$ cat config.mk
export PLATFORM = sky130hd
export DESIGN_NAME = dsp48a1_mac_seq_flat
export DESIGN_NICKNAME = d
export VERILOG_FILES = /design/src/rtl/dsp48a1_mac_seq_if.sv /design/src/rtl/dsp48a1_mac_seq.sv /design/src/flat_wrapper.sv
export SDC_FILE = /design/constraint.sdc
export NUM_CORES = 1
export LEC_CHECK = 0
export CAP_MARGIN = 20
export CORE_ASPECT_RATIO = 1.2
export CORE_MARGIN = 2
export CORE_UTILIZATION = 38
export CTS_CLUSTER_SIZE = 12
export DETAILED_ROUTE_END_ITERATION = 16
export GPL_TIMING_DRIVEN = 0
export PLACE_DENSITY = 0.71
export SLEW_MARGIN = 25
export SYNTH_ARGS = -nofsm -noshare
export SYNTH_HDL_FRONTEND = slang
export SYNTH_SLANG_ARGS = --single-unit
$ cat constraint.sdc
create_clock -name CLK -period 8.9 [get_ports CLK]
set_clock_uncertainty 0.05 [all_clocks]
set_input_delay 0.89 -clock CLK [delete_from_list [all_inputs] [get_ports CLK]]
set_output_delay 0.89 -clock CLK [all_outputs]
set_load 0.005 [all_outputs]
$ cat src/rtl/dsp48a1_mac_seq_if.sv
// dsp48a1_mac_seq_if: sample stream, coefficient write port, result strobe and
// the DSP48A1 slice connections of dsp48a1_mac_seq.
interface dsp48a1_mac_seq_if #(
    parameter int ADDR_W = 3
);
    logic                start;
    logic signed [17:0]  x_in;
    logic                x_valid;
    logic                x_ready;
    logic                coef_we;
    logic [ADDR_W-1:0]   coef_addr;
    logic signed [17:0]  coef_data;
    logic signed [17:0]  dsp_a;
    logic signed [17:0]  dsp_b;
    logic signed [17:0]  dsp_d;
    logic [7:0]          dsp_opmode;
    logic                dsp_ce;
    logic signed [47:0]  P;
    logic [47:0]         result;
    logic                result_valid;
    logic                busy;

    modport master (
        output start, x_in, x_valid, coef_we, coef_addr, coef_data, P,
        input  x_ready, dsp_a, dsp_b, dsp_d, dsp_opmode, dsp_ce, result, result_valid, busy
    );

    modport slave (
        input  start, x_in, x_valid, coef_we, coef_addr, coef_data, P,
        output x_ready, dsp_a, dsp_b, dsp_d, dsp_opmode, dsp_ce, result, result_valid, busy
    );
endinterface

$ cat src/rtl/dsp48a1_mac_seq.sv
// dsp48a1_mac_seq: streams TAPS samples against stored coefficients through a DSP48A1
// slice and captures the accumulated 48-bit P as one dot product per job.
module dsp48a1_mac_seq #(
    parameter int TAPS   = 8,
    parameter int ADDR_W = 3,
    parameter int LAT    = 4
) (
    input logic              CLK,
    input logic              RST,
    dsp48a1_mac_seq_if.slave bus
);
    localparam int DW = $clog2(LAT + 1);

    typedef enum logic [1:0] {IDLE, ISSUE, DRAIN, DONE} state_t;

    state_t             state;
    logic [ADDR_W-1:0]  k;
    logic [DW-1:0]      dcnt;
    logic signed [17:0] coef [TAPS];
    logic               x_ready;
    logic               busy;
    logic               result_valid;
    logic [47:0]        result;
    logic               hs;

    always_ff @(posedge CLK or posedge RST)
        if (RST)
            for (int i = 0; i < TAPS; i++) coef[i] <= '0;
        else if (bus.coef_we && 32'(bus.coef_addr) < TAPS)
            coef[bus.coef_addr] <= bus.coef_data;

    always_ff @(posedge CLK or posedge RST)
        if (RST) begin
            state        <= IDLE;
            k            <= '0;
            dcnt         <= '0;
            x_ready      <= 1'b0;
            busy         <= 1'b0;
            result_valid <= 1'b0;
            result       <= '0;
        end else
            case (state)
                IDLE:
                    if (bus.start) begin
                        state   <= ISSUE;
                        k       <= '0;
                        x_ready <= 1'b1;
                        busy    <= 1'b1;
                    end
                ISSUE:
                    if (hs) begin
                        if (k == ADDR_W'(TAPS - 1)) begin
                            state   <= DRAIN;
                            dcnt    <= '0;
                            x_ready <= 1'b0;
                        end else
                            k <= k + 1'b1;
                    end
                DRAIN:
                    // P already holds the last tap's contribution on this edge
                    if (dcnt == DW'(LAT - 1)) begin
                        state        <= DONE;
                        result       <= bus.P;
                        result_valid <= 1'b1;
                    end else
                        dcnt <= dcnt + 1'b1;
                default: begin
                    state        <= IDLE;
                    result_valid <= 1'b0;
                    busy         <= 1'b0;
                end
            endcase

    assign hs               = x_ready && bus.x_valid;
    assign bus.x_ready      = x_ready;
    assign bus.busy         = busy;
    assign bus.result_valid = result_valid;
    assign bus.result       = result;
    // stalls drop CE so the whole slice pipeline freezes with its partial sum intact
    assign bus.dsp_ce       = hs || state == DRAIN;
    assign bus.dsp_a        = hs ? bus.x_in : '0;
    assign bus.dsp_b        = hs ? coef[k] : '0;
    assign bus.dsp_d        = '0;
    assign bus.dsp_opmode   = state == DRAIN ? 8'h09 : state == ISSUE ? (k == '0 ? 8'h01 : 8'h09) : 8'h00;
endmodule

$ cat src/flat_wrapper.sv
// flat-port wrapper written by rule: the top's interface ports become plain ports
module dsp48a1_mac_seq_flat 
#(
    parameter int TAPS   = 8,
    parameter int ADDR_W = 3,
    parameter int LAT    = 4
)
  (CLK, RST, bus_start, bus_x_in, bus_x_valid, bus_coef_we, bus_coef_addr, bus_coef_data, bus_P, bus_x_ready, bus_dsp_a, bus_dsp_b, bus_dsp_d, bus_dsp_opmode, bus_dsp_ce, bus_result, bus_result_valid, bus_busy);
  dsp48a1_mac_seq_if #(.ADDR_W(ADDR_W)) bus_i ();
  input logic CLK;
  input logic RST;
  input wire logic [$bits(bus_i.start)-1:0] bus_start;
  input wire logic [$bits(bus_i.x_in)-1:0] bus_x_in;
  input wire logic [$bits(bus_i.x_valid)-1:0] bus_x_valid;
  input wire logic [$bits(bus_i.coef_we)-1:0] bus_coef_we;
  input wire logic [$bits(bus_i.coef_addr)-1:0] bus_coef_addr;
  input wire logic [$bits(bus_i.coef_data)-1:0] bus_coef_data;
  input wire logic [$bits(bus_i.P)-1:0] bus_P;
  output wire logic [$bits(bus_i.x_ready)-1:0] bus_x_ready;
  output wire logic [$bits(bus_i.dsp_a)-1:0] bus_dsp_a;
  output wire logic [$bits(bus_i.dsp_b)-1:0] bus_dsp_b;
  output wire logic [$bits(bus_i.dsp_d)-1:0] bus_dsp_d;
  output wire logic [$bits(bus_i.dsp_opmode)-1:0] bus_dsp_opmode;
  output wire logic [$bits(bus_i.dsp_ce)-1:0] bus_dsp_ce;
  output wire logic [$bits(bus_i.result)-1:0] bus_result;
  output wire logic [$bits(bus_i.result_valid)-1:0] bus_result_valid;
  output wire logic [$bits(bus_i.busy)-1:0] bus_busy;
  assign bus_i.start = bus_start;
  assign bus_i.x_in = bus_x_in;
  assign bus_i.x_valid = bus_x_valid;
  assign bus_i.coef_we = bus_coef_we;
  assign bus_i.coef_addr = bus_coef_addr;
  assign bus_i.coef_data = bus_coef_data;
  assign bus_i.P = bus_P;
  assign bus_x_ready = bus_i.x_ready;
  assign bus_dsp_a = bus_i.dsp_a;
  assign bus_dsp_b = bus_i.dsp_b;
  assign bus_dsp_d = bus_i.dsp_d;
  assign bus_dsp_opmode = bus_i.dsp_opmode;
  assign bus_dsp_ce = bus_i.dsp_ce;
  assign bus_result = bus_i.result;
  assign bus_result_valid = bus_i.result_valid;
  assign bus_busy = bus_i.busy;
  dsp48a1_mac_seq #(.TAPS(TAPS), .ADDR_W(ADDR_W), .LAT(LAT)) u_core (.CLK(CLK), .RST(RST), .bus(bus_i));
endmodule
* Word level (Yosys, flattened, before mapping)
Index checks and enable logic that the tools add are counted.
Storage, ports and cells: input port bits 92, word-level logic and storage cells 81, register bits after elaboration 203
Cells by class: add/subtract/negate cells 2, muxes and demuxes 31, reduce and logical (&&, ||, !) cells 16, order comparisons 3, equal/unequal tests 10, bitwise operators 4
Operators by type and width (number):
- bitwise mux 144 bit | 1
- two-way mux 18 bit | 5
- binary-select mux 18 bit (select 3 bit) | 1
- demux 18 bit (select 3 bit) | 1
- two-way mux 3 bit | 6
- two-way mux 8 bit | 2
- AND reduction 4 bit | 4
- case mux 3 bit (2 select lines) | 2
- greater-or-equal comparator 4 bit, second input constant | 2
- two-way mux 2 bit | 4
- NOT 3 -> 4 bit | 2
- adder 3 x 1 -> 3 bit, second input constant | 2
- != test 2 x 1 -> 1 bit, second input constant | 3
- != test 2 bit, second input constant | 3
- case mux 1 bit (2 select lines) | 3
- case mux 2 bit (3 select lines) | 1
- AND reduction 2 bit | 3
- less-than comparator 4 x 1 -> 1 bit, second input constant | 1
- two-way mux 1 bit | 4
- two-way mux 4 bit | 1
- nonzero test 2 bit | 2
- OR reduction 2 bit | 2
- equality test 3 x 2 -> 1 bit, second input constant | 1
- equality test 3 bit, second input constant | 1
- 7 further kinds | 9

* Depth between registers and ports, before layout
Gate-level depths: netlist of run 1.
depth in word-level cells 6, depth in mapped cells 6, depth with buffers taken out 5

* Worst setup path after synthesis of run 1
No wires, ideal clock.
path type input to output, from input bus_x_valid, to output bus_dsp_b[10], buffers on the path 2, stages on the path 4, slack 6.311 ns, data required time 7.960 ns, arrival 1.649 ns, cell sequence nand2_1 -> clkbuf_1 -> clkbuf_1 -> nor3_1
Between the ends: cells in the longest elaborated chain, start to end 2
Ends and longest elaborated chain:
- start: declaration | line flat_wrapper.sv:14 | input wire logic [$bits(bus_i.x_valid)-1:0] bus_x_valid;
- logical AND 1 bit | line dsp48a1_mac_seq.sv:74 | assign hs = x_ready && bus.x_valid;
- two-way mux 18 bit | line dsp48a1_mac_seq.sv:82 | assign bus.dsp_b = hs ? coef[k] : '0;
- end: declaration | line flat_wrapper.sv:21 | output wire logic [$bits(bus_i.dsp_b)-1:0] bus_dsp_b;
No other way between the ends.

* Final worst setup path of run 1
from input bus_x_valid, to output bus_dsp_b[16]
The elaborated chain is that of the path after synthesis.

==> results of run 1 <==
metal layers:
metal,GRT usage [%],vias to the layer above,wire (µm)
li1,-,2875,-
met4,4.48,0,431
met5,0,-,0
met3,5.24,33,1730
met1,20.6,3106,9220
met2,28.7,201,10700
synth_stat cells, drive strengths merged, types with 2 or more instances:
master	count	area, µm²
nand2b	5	38.8
inv	10	37.5
nor2	3	11.3
and3	20	125
nand4	2	18.8
o22ai	37	231
nand4b	3	71.3
a31oi	2	12.5
buf	55	390
nor3b	2	25.0
mux2	265	2980
dfrtp	203	5080
ha	10	125
a21oi	2	10.0
nor3	21	128
nand3	4	20.0
clkbuf	11	41.3
nand2	9	33.8
mux2i	5	50.1
per-stage QoR:
| stage | setup WS, ns | utilization, % | setup TNS (ns) | power (µW) |
|---|---|---|---|---|
| 4_1_cts | 4.66 | 51.2 | 0 | 3610 |
| 6_report | 4.69 | 51.2 | 0 | 3570 |
| 2_1_floorplan | 2.42 | - | 0 | 2040 |
| 3_3_place_gp | -0.471 | 47.8 | -92.13 | 2590 |
| 5_1_grt | 4.63 | 51.2 | 0 | 3780 |
| 3_5_place_dp | 4.64 | 48.0 | 0 | 2620 |
layout make-up:
cell class                 count  area share, %
timing repair buffer         179           14.5
multi-input combinational    424           32.1
clock buffer                  31           5.36
inverter                      10          0.357
clock inverter                 8          0.822
tap                          325           3.22
sequential                   203           40.2
buffer                        66           3.42
cells by family (layout without fill, tap and decap cells):
group	count (synthesis)	in the layout	synth area share, %
adder cells (fa/ha/maj)	10	10	1.31
AND/OR/NAND/NOR	71	71	5.09
buffers and inverters	76	294	4.93
other	1	24	0.0394
AO/OA/AOI/OAI	49	49	3.40
multiplexers	270	270	31.9
flip-flops	203	203	53.4
registers in the layout, indices dropped and copies added, names as in the netlist:
register and cells:
u_core.dcnt 3, u_core.bus.result_valid 1, u_core.bus.x_ready 1, u_core.bus.result 48, u_core.bus.busy 1, u_core.state 2
u_core.k 3, u_core.coef 144
power by group through the flow:
stage	combinational, µW	clock (µW)	sequential (µW)
floorplan	700	0	1340
global placement	1240	0	1350
detailed placement	1260	0	1360
CTS	1270	993	1350
global route	1370	1030	1380
finish	1250	967	1350
critical path, stage by stage:
cell	delay, ns
clkdlybuf4s50_1	0.44
nand2_1	0.11
clkbuf_1	0.50
clkbuf_1	0.62
nor3_1	0.21
clkdlybuf4s50_1	0.49
placed cells by master, fill, tap and decap left out, types with 10 or more instances in the layout:
cell type	count
and3_1	20
buf_2	21
buf_4	27
clkbuf_1	13
clkbuf_16	24
clkdlybuf4s50_1	177
conb_1	24
dfrtp_1	203
ha_1	10
mux2_2	264
nor3_1	19
o22ai_1	37
how the worst max path moves through the flow:
| stage | start | end | slack [ns] |
|---|---|---|---|
| floorplan | RST | u_core.bus.busy | 2.42 |
| global placement | RST | u_core.coef[44] | -0.47 |
| detailed placement | bus_x_valid | bus_dsp_b[16] | 4.64 |
| CTS | bus_x_valid | bus_dsp_b[16] | 4.66 |
| global route | bus_x_valid | bus_dsp_b[16] | 4.63 |
| finish | bus_x_valid | bus_dsp_b[16] | 4.69 |
==> results.md, run 1 <==
- Tmin final: 4.21 ns
- Gpl congestion: 0.735
- Vias: 6215
- Clock Power Share: 27.1%
- Status: finished, final reports clean
- Multi-input logic area: 4060 µm²
- Final worst path period share: 47.3%
- Combinational share of power: 35.2%
- Hold_buf cts: 0
- Peak VDD IR: 0.000184 V
- Top Ports: 206
- Synthesized cell area: 9520 µm²
- Clock Tree Buf Depth: 3
- Startpoint Class: input pin
- #FFs+latches synth: 203
- Slew headroom: 52.0%
- Row count: 63
- Die X: 148 µm
- # fillers: 2188
- Initial DRC count: 197
- Post-CTS Setup Repair Bufs: 0
- Warnings from Yosys: 0
- Initial antenna violation count: 0
- Crit path DAT: 3.27 ns
- Initial Util: 38.6%
- Largest net degree at the start of global routing: 84
- Diode count: 0
- Number of synthesized flops with an enable pin: 0
- Worst slew pin tran: 0.720 ns
- WL/cell: 17.7 µm
- Sw Pwr: 1000 µW
- Final HPWL from detailed placement: 15100 µm
- Setup Crit Path Kind: in -> out
- Nets@finish: 1010
- Reg-to-reg startpoint: u_core.dcnt[0]
- Hold endpoint: u_core.coef[122]
- DRC errors left: 0
- First-pass GRT wire length: 35300 µm
- Crit end category: output port
- Max_cap viols: 0
- Core box area: 24700 µm²
- Syn avg cell area: 14.0 µm²
- Die area: 26300 µm²
- Clock Sinks: 203
- Int Pwr: 2560 µW
- Fin cells: 1246
- Hold-critical path depth: 1
- Drt total wl: 22000 µm
- Switching share of power: 28.1%
- Final ANT Viol Nets: 0
- Worst-path clk slew: 0.06 ns
- H-tree Lvls: 1
- CTS tree: done
- Dpl cell area: 11800 µm²
- Worst reg2reg endpoint: u_core.bus.result[34]
- Share of post-route cells with drive strength above 1: 40.2%
- Post-CTS Resized: 0
- Static Leak: 0.00543 µW
- Root Buffer Master: clkbuf_16
- Post-Syn Instances: 680
- Vias in the first global route: 6635
- Clock latency on the worst-skew pair: 0.51 ns
- Worst Path Max Fanout: 10
- Synth async-reset ratio: 100%
- Sequential standard cell area: 5080 µm²
- Sequential area share after synthesis: 53.4%
- R2R cell count: 6
- Vias/cell: 4.99
- Type of the most critical hold path: reg -> reg
- Port bufs: 177
- Placed Cells: 1207
- Worst EP required: 7.96 ns
- Top FF cell, synth: dfrtp_1
- Gr usage total: 16.8%
- Final setup fails: 0
- Fmax: 0.238 GHz
- Die H: 177 µm
- Grt total ovfl: 0
- Hold Vio Cnt, Final: 0
- Worst hold start: u_core.coef[122]
- Area Growth Syn to Fin: 32.6%
- Max-slew violations: 0
- CTS Buf Count: 24
- First-pass DRT Iterations: 4
- P per Cell Area: 282 nW/µm²
- WHS: 0.445 ns
- Netlist cell types: 37
- Post-route cell area: 12600 µm²
- RSZ-0062 raised after global routing: false
- Reg power frac: 37.7%
- R2r setup slk: 6.77 ns
No activity file was read; power rests on OpenSTA's default activity.
==> run 2, diff against run 1 <==
--- a/config.mk
+++ b/config.mk
@@ -12,7 +12,7 @@
 export CTS_CLUSTER_SIZE = 12
 export DETAILED_ROUTE_END_ITERATION = 16
 export GPL_TIMING_DRIVEN = 0
-export PLACE_DENSITY = 0.71
+export PLACE_DENSITY = 0.73
 export SLEW_MARGIN = 25
 export SYNTH_ARGS = -nofsm -noshare
 export SYNTH_HDL_FRONTEND = slang
==> constraint.sdc (replaced) <==
create_clock -name CLK -period 3.49 [get_ports CLK]
set_clock_uncertainty 0.05 [all_clocks]
set_input_delay 0.349 -clock CLK [delete_from_list [all_inputs] [get_ports CLK]]
set_output_delay 0.349 -clock CLK [all_outputs]
set_load 0.005 [all_outputs]
==> results.md, run 2 (synthesized netlist as in run 1, its figures left out) <==
- Drt total wl: 22800 µm
- Final worst path period share: 94.9%
- Worst reg2reg endpoint: u_core.bus.result[32]
- Area Growth Syn to Fin: 32.8%
- P per Cell Area: 708 nW/µm²
- Clock Sinks: 203
- Worst-path clk slew: 0.06 ns
- Status: finished, final reports clean
- Biggest register: u_core.coef
- Clock Tree Buf Depth: 3
- Max reg flops: 144
- Setup WS pre-CTS: 0.328 ns
- Gpl congestion: 0.728
- Total power: 8950 µW
- R2R cell count: 6
- Max_cap viols: 0
- Die H: 177 µm
- Commonest non-fill, non-tap cell in the layout: mux2_2
- Vias: 6301
- Diode count: 0
- Final setup fails: 0
- CTS Buf Count: 23
- Most frequent cells in the layout: mux2_2, dfrtp_1, clkdlybuf4s50_1
- Share of post-route cells with drive strength above 1: 40.1%
- Worst slew pin tran: 0.725 ns
- First-pass GRT wire length: 36700 µm
- Die area: 26300 µm²
- Hold Vio Cnt, Final: 0
- Crit end category: output port
- Type of the most critical hold path: in -> async
- Largest net degree at the start of global routing: 31
- Worst Path Max Fanout: 10
- Peak VDD IR: 0.000555 V
- Root Buffer Master: clkbuf_16
- First-pass DRT Iterations: 5
- Tmin final: 3.31 ns
- Gr usage total: 17.5%
- Fmax: 0.302 GHz
- CTS tree: done
- Worst EP required: 3.09 ns
- Grt total ovfl: 0
- Crit path DAT: 2.91 ns
- Startpoint Class: flip-flop
- Max-slew violations: 0
- Biggest regs: u_core.coef: 144 flops, u_core.bus.result: 48 flops
- Slew headroom: 51.7%
- Static Leak: 0.00544 µW
- H-tree Lvls: 1
- Vias/cell: 5.04
- Fin worst setup slack: 0.179 ns
- Top Ports: 206
- Vias in the first global route: 6822
- Initial antenna violation count: 0
- Clock latency on the worst-skew pair: 0.51 ns
- Die X: 148 µm
- Initial DRC count: 175
- Final ANT Viol Nets: 0
- Core box area: 24700 µm²
- Row count: 63
- Initial Util: 38.6%
- Nets@finish: 1014
- Final HPWL from detailed placement: 16000 µm
- Hold_buf cts: 0
- R2r setup slk: 1.37 ns
- Setup Crit Path Kind: reg -> out
- Port bufs: 177
- RSZ-0062 raised after global routing: false
- WL/cell: 18.2 µm
- Final Core Density: 51.3%
- Reg-to-reg startpoint: u_core.dcnt[0]
- DRC errors left: 0
## run 2: changes by cell type in the layout (fill, tap and decap cells not counted), moves of 2 or more
cell,delta
buf_12,+6
clkinv_2,-3
bufinv_16,-2
clkbuf_1,+4
## run 2: critical path, stage by stage (launching register included)
cell and delay, ns:
dfrtp_1 0.41, nand2_1 0.12, clkbuf_1 0.56, clkbuf_1 0.59, nor3_1 0.22, clkdlybuf4s50_1 0.49
## run 2: worst max-delay path by stage
stage | startpoint | to | slack (ns) | cells past startpoint
3_3_place_gp | RST | u_core.bus.result[20] | -1.26 | 2
3_5_place_dp | bus_x_valid | bus_dsp_b[16] | 0.33 | 6
6_report | u_core.bus.x_ready | bus_dsp_b[16] | 0.18 | 5
4_1_cts | u_core.k[2] | bus_dsp_b[16] | 0.09 | 5
2_1_floorplan | RST | u_core.bus.busy | 0.46 | 1
5_1_grt | u_core.bus.x_ready | bus_dsp_b[16] | 0.03 | 5
## run 2: timing repair
| item | 4_1_cts | 5_1_grt |
|---|---|---|
| setup endpoints to repair | 0 | 3 |
| gates resized for setup | 0 | 2 |
| buffers inserted | 0 | 0 |
## run 2: routing by layer
layer  up-vias  GRT usage (%)  part of all wire [%]
met3        28           5.48                   8.0
met4         0           3.37                   1.3
met1      3191           20.4                    40
met2       188           31.7                    51
met5         -              0                     0
li1       2894              -                     -
## run 2: layout make-up
| class | instances | area, µm² |
|---|---|---|
| Buffer | 66 | 433 |
| Fill cell | 2183 | 12000 |
| Tap cell | 325 | 407 |
| Clock inverter | 3 | 22.5 |
| Timing Repair Buffer | 184 | 1920 |
| Inverter | 10 | 41.3 |
| Multi-Input combinational cell | 424 | 4060 |
| Clock buffer | 36 | 684 |
| Sequential cell | 203 | 5080 |
## run 2: metrics by stage
stage / hold slack (ns) / cell area [µm²] / instances / TNS [ns]
floorplan: 0.402 / 9610 / 703 / 0
global placement: 0.422 / 11800 / 1205 / -254.08
detailed placement: 0.435 / 11900 / 1212 / 0
CTS: 0.214 / 12600 / 1251 / 0
global route: 0.239 / 12600 / 1251 / 0
finish: 0.204 / 12600 / 1251 / 0
## run 2: where the power goes
group / switching, µW / leakage, µW / internal, µW / total, µW
Clock: 940 / 0.000347 / 1340 / 2280
Sequential: 371 / 0.00243 / 3070 / 3440
Combinational: 1260 / 0.00266 / 1980 / 3230
==> RTL edit 1 (flow settings as in run 1) <==
`TAPS` is set to 8 in 2 places; all go to 4.
--- a/src/rtl/dsp48a1_mac_seq.sv
+++ b/src/rtl/dsp48a1_mac_seq.sv
@@ -1,7 +1,7 @@
 // dsp48a1_mac_seq: streams TAPS samples against stored coefficients through a DSP48A1
 // slice and captures the accumulated 48-bit P as one dot product per job.
 module dsp48a1_mac_seq #(
-    parameter int TAPS   = 8,
+    parameter int TAPS   = 4,
     parameter int ADDR_W = 3,
     parameter int LAT    = 4
 ) (
--- a/src/flat_wrapper.sv
+++ b/src/flat_wrapper.sv
@@ -1,7 +1,7 @@
 // flat-port wrapper written by rule: the top's interface ports become plain ports
 module dsp48a1_mac_seq_flat 
 #(
-    parameter int TAPS   = 8,
+    parameter int TAPS   = 4,
     parameter int ADDR_W = 3,
     parameter int LAT    = 4
 )
Behaviour: not the same (a bounded check fails within 10 cycles, from zero or initial values and one cycle with RST high).
==> RTL edit 1 against run 1 <==
Cell area shrank 30%. Via count shrank 32%. Global-route usage grew 1.1 points. Area after synthesis shrank 36%. Setup slack gained 550 ps. Combinational power shrank 86%. Sequential share of layout area shrank 3.3 points. Sequential cell count shrank 72. Total power shrank 56%. Routed wire length shrank 33%. Critical endpoint is now bus_dsp_a[10].
==> RTL edit 1: results (changes against run 1) <==
Placed design
  – Placed cell area: 8300 um2 (-30%)
  – Dpl ws: 5240 ps (+601 ps)
  – Number of I/O port buffers: 181 (+2.3%)
  – RePlAce Congestion: 0.725 (-1.4%)
  – Final HPWL from detailed placement: 10800 um (-29%)

Timing
  – Worst-margin pin slew: 748 ps (+27.9 ps)

Critical path
  – CP arrival: 2720 ps (-550 ps)
  – Cells on worst reg2reg path: 7 (+1)
  – CP max FO: 10 (unchanged)

Finish
  – FILL cells: 1313 (-40%)
  – Share of layout cells above drive strength 1: 31.5% (-8.7 points)
  – Largest registers: u_core.coef: 72 flops, u_core.bus.result: 48 flops
  – Nets: 754 (-25%)

Clock tree
  – Max Buffers Root-to-Sink: 2 (-1)
  – Worst skew pair latency: 410 ps (-100 ps)
  – CTS Buf Count: 17 (-29%)
  – CTS H-tree lvls: 4 (+3)

Detailed routing
  – Detailed Route WL: 14700 um (-33%)
  – DR vias/cell: 4.86 (-2.7%)
  – Initial detailed-routing violation count: 153 (-22%)

Synthesis
  – Area contributors post-synth: dfrtp_1, mux2_2, mux4_2
  – Complex-gate fraction of the synthesized area: 2.48% (-0.93 points)
  – Commonest cells post-synth: dfrtp_1, mux2_2, buf_4
  – Mux contribution to synthesized area: 29.3% (-2.6 points)
  – Adder-cell area share of the yosys netlist: 2.05% (+0.73 points)

Run status
  – Status: finished clean

Global route
  – Vias in the first global route: 4596 (-31%)
  – Pin count of the biggest net entering global routing: 77 (-8.3%)
  – First-pass GRT wire length: 23700 um (-33%)
  – Tot GR Track Use: 17.9% (+1.1 points)

Power and ir drop
  – Leakage: 0.00395 uW (-27%)
  – Worst vdd ir: 118 uV (-36%)
==> RTL edit 1: cell type report <==
type	count	area share, %
Buffer	49	3.52
Clock buffer	21	4.96
Clock inverter	10	1.52
Inverter	10	0.507
Multi-Input combinational cell	261	28.9
Sequential cell	131	36.9
Tap cell	208	2.93
Timing Repair Buffer	182	20.7
==> RTL edit 1: worst max-delay path: stages <==
cell,delay (ps)
clkdlybuf4s50_1,530
clkbuf_1,280
clkbuf_1,290
and3_1,220
clkdlybuf4s50_1,510
==> RTL edit 1: path summary, 6_finish.rpt <==
kind | start | to | slack (ps)
max | bus_x_valid | bus_dsp_a[10] | 5240
min | u_core.coef[32] | u_core.coef[32] | 450
max reg2reg | u_core.dcnt[0] | u_core.bus.result[5] | 6700
min reg2reg | u_core.coef[32] | u_core.coef[32] | 450
max in group asynchronous | RST | u_core.coef[12] | 7270
min in group asynchronous | RST | u_core.bus.result[37] | 830
==> RTL edit 1: cells by family after synthesis <==
| group | after synthesis |
|---|---|
| muxes | 141 |
| DFF | 131 |
| and+or+nand+nor | 66 |
| buffers and inverters | 59 |
| AOI/OAI and AO/OA | 20 |
| adders and majority gates | 10 |
| other | 1 |
==> RTL edit 1: through the flow <==
stage                     cells  hold WS (ps)  utilization (%)
after floorplan             451           406                -
after global placement      840           423             52.7
after detailed placement    841           442             52.9
after CTS                   872           455             56.5
after global routing        872           462             56.5
final                       872           449             56.5
==> RTL edit 1: routing by layer <==
metal  track usage (%)  up-vias  routed length (um)
met5                 0        -                   0
met2              32.0      160                7900
met4              6.25        0                 229
met3              6.83       20                1050
li1                  -     1937                   -
met1              19.3     2117                5530
==> RTL edit 1: power by group <==
part           total [uW]  switching (uW)  internal, uW
clock network         683             246           437
logic                 178            52.7           126
registers             705            36.8           668
total                1570             336          1230
==> RTL edit 2 (flow settings as in run 1) <==
Made on the original files. Encoding of `state_t`: now one-hot (4 bits for 4 states).
--- a/src/rtl/dsp48a1_mac_seq.sv
+++ b/src/rtl/dsp48a1_mac_seq.sv
@@ -11,7 +11,7 @@
 );
     localparam int DW = $clog2(LAT + 1);
 
-    typedef enum logic [1:0] {IDLE, ISSUE, DRAIN, DONE} state_t;
+    typedef enum logic [3:0] {IDLE = 4'b0001, ISSUE = 4'b0010, DRAIN = 4'b0100, DONE = 4'b1000} state_t;
 
     state_t             state;
     logic [ADDR_W-1:0]  k;
Behaviour: same outputs for any inputs over 4 cycles, from zero or initial values and one cycle with RST high; so few cycles prove little.
==> RTL edit 2 against run 1 <==
Sequential share of layout area is 1.5 points higher. Cell area is 2.7% lower. Fmax is 9.2% lower. Setup slack worse by 430 ps. Die area is 2.7% lower. Sequential cell count is 2 higher. Area after synthesis is 2.8% lower. Routed wire length is 2.8% lower. Largest cell class unchanged.
Power is not compared: it rests on default switching activity, and its combinational part moved more than twofold at a synthesized area within 25%.
==> RTL edit 2: results (changes against run 1) <==
Synthesis
  – Mapped Cells: 605 (-11%)
  – Yosys warning total: 0 (unchanged)
  – Sequential-to-total area share from yosys stat: 55.4% (+2.1 points)
  – Async SR Flop Fraction: 100% (unchanged)
  – Post-synth EDFFs: 0 (unchanged)
  – Yosys cell types: 35 (-5.4%)
  – Area contributors post-synth: dfrtp_1, mux2_2, mux4_2
  – Mapped cell area: 9250 um2 (-2.8%)
  – Top_reg_cell synth: dfrtp_1
  – Commonest cells post-synth: dfrtp_1, mux2_2, mux4_2

Critical path
  – Cells on worst reg2reg path: 5 (-1)
  – Critical-path top delay cell: nor2_1
  – Delay-heaviest family, CP: buffers and inverters
  – CP arrival: 3700 ps (+430 ps)
  – CP max FO: 10 (unchanged)
  – Slowest stage delay, CP: 790 ps (+170 ps)

Global route
  – Tot GR Track Use: 16.7% (-0.064 points)
  – Pin count of the biggest net entering global routing: 97 (+15%)
  – Vias in the first global route: 5987 (-9.8%)
  – Initial antenna violation count: 1 (+1)
  – GRT Residual Overflow: 0 (unchanged)
  – First-pass GRT wire length: 33600 um (-4.8%)

Placed design
  – Final HPWL from detailed placement: 14500 um (-3.7%)
  – Placed Cells: 1128 (-6.5%)
  – Placed cell area: 11600 um2 (-2.2%)
  – RePlAce Congestion: 0.755 (+2.6%)
  – Number of I/O port buffers: 177 (unchanged)

Power and ir drop
  – Worst vdd ir: 136 uV
  – Sw frac: roughly 25%
  – Leakage: 0.00544 uW

Timing
  – Slew margin rel.: 30.4% (-22 points)

Worst hold path
  – Hold Crit Depth: 1 (unchanged)
  – Hold Path Class: reg -> reg

Finish
  – Largest registers: u_core.coef: 144 flops, u_core.bus.result: 48 flops, u_core.state: 4 flops
  – Nets: 930 (-7.9%)
  – Share of layout cells above drive strength 1: 34.3% (-5.9 points)

Detailed routing
  – Initial detailed-routing violation count: 258 (+31%)
  – Routed vias: 5795 (-6.8%)
  – Detailed Routing Iterations Pass 1: 4 (unchanged)
  – DR vias/cell: 4.97 (-0.36%)
  – Detailed Route WL: 21400 um (-2.8%)

Run status
  – Status: finished clean

Clock tree
  – Post-CTS setup buffer count: 0 (unchanged)
  – Clock slew at reported path FFs: 60 ps (about the same)
  – CTS Buf Count: 23 (-4.2%)
  – Clk root buf: clkbuf_16
  – Worst skew pair latency: 490 ps (-20 ps)
  – Post-CTS sizing: 0 (unchanged)
  – CTS H-tree lvls: 1 (unchanged)
  – Max Buffers Root-to-Sink: 3 (unchanged)
RTL edit 2: through the flow:
| step | worst slack (ps) | hold WS, ps | total power, uW | setup TNS [ps] |
|---|---|---|---|---|
| finish | 4260 | 437 | 2670 | 0 |
| global route | 4130 | 451 | 2800 | 0 |
| CTS | 4210 | 441 | 2710 | 0 |
| detailed placement | 4240 | 428 | 1800 | 0 |
| global placement | -585 | 419 | 1780 | -114530 |
| floorplan | 2370 | 424 | 1580 | 0 |
RTL edit 2: final timing paths:
path / to / slack, ps / start
worst min-delay path: u_core.bus.result[23] / 440 / u_core.bus.result[23]
min in group asynchronous: u_core.coef[3] / 720 / RST
worst min register to register: u_core.bus.result[23] / 440 / u_core.bus.result[23]
worst max register to register: u_core.k[1] / 6720 / u_core.k[0]
worst max-delay path: bus_dsp_b[7] / 4260 / bus_x_valid
max in group asynchronous: u_core.coef[47] / 7320 / RST
RTL edit 2: layout make-up:
class,instances,area (um2)
Fill cell,2048,11700
Sequential cell,205,5130
Multi-Input combinational cell,355,3800
Timing Repair Buffer,180,1840
Clock buffer,31,646
Tap cell,320,400
Buffer,62,388
Clock inverter,6,58.8
Inverter,6,30.0
Antenna cell,1,2.50
RTL edit 2: power groups by stage:
| stage | combinational (uW) | sequential (uW) | clock [uW] |
|---|---|---|---|
| after floorplan | 426 | 1150 | 0 |
| after global placement | 609 | 1170 | 0 |
| after detailed placement | 626 | 1180 | 0 |
| after CTS | 629 | 1160 | 917 |
| after global routing | 671 | 1180 | 951 |
| final | 618 | 1160 | 891 |
RTL edit 2: cells by family after synthesis:
family / after synthesis / synth area share [%]
other: 1 / 0.0405
buffers and inverters: 68 / 4.43
muxes: 230 / 32.4
DFF: 205 / 55.4
and+or+nand+nor: 60 / 4.00
AOI/OAI and AO/OA: 36 / 3.03
adders and majority gates: 5 / 0.676
RTL edit 2: layer usage:
layer	up-vias	part of all wire (%)	track usage (%)	wire [um]
met5	-	0	0	0
met3	31	5.2	2.69	1120
met1	2965	42	21.3	8970
met4	0	2.2	5.06	465
li1	2647	-	-	-
met2	152	51	29.4	10900
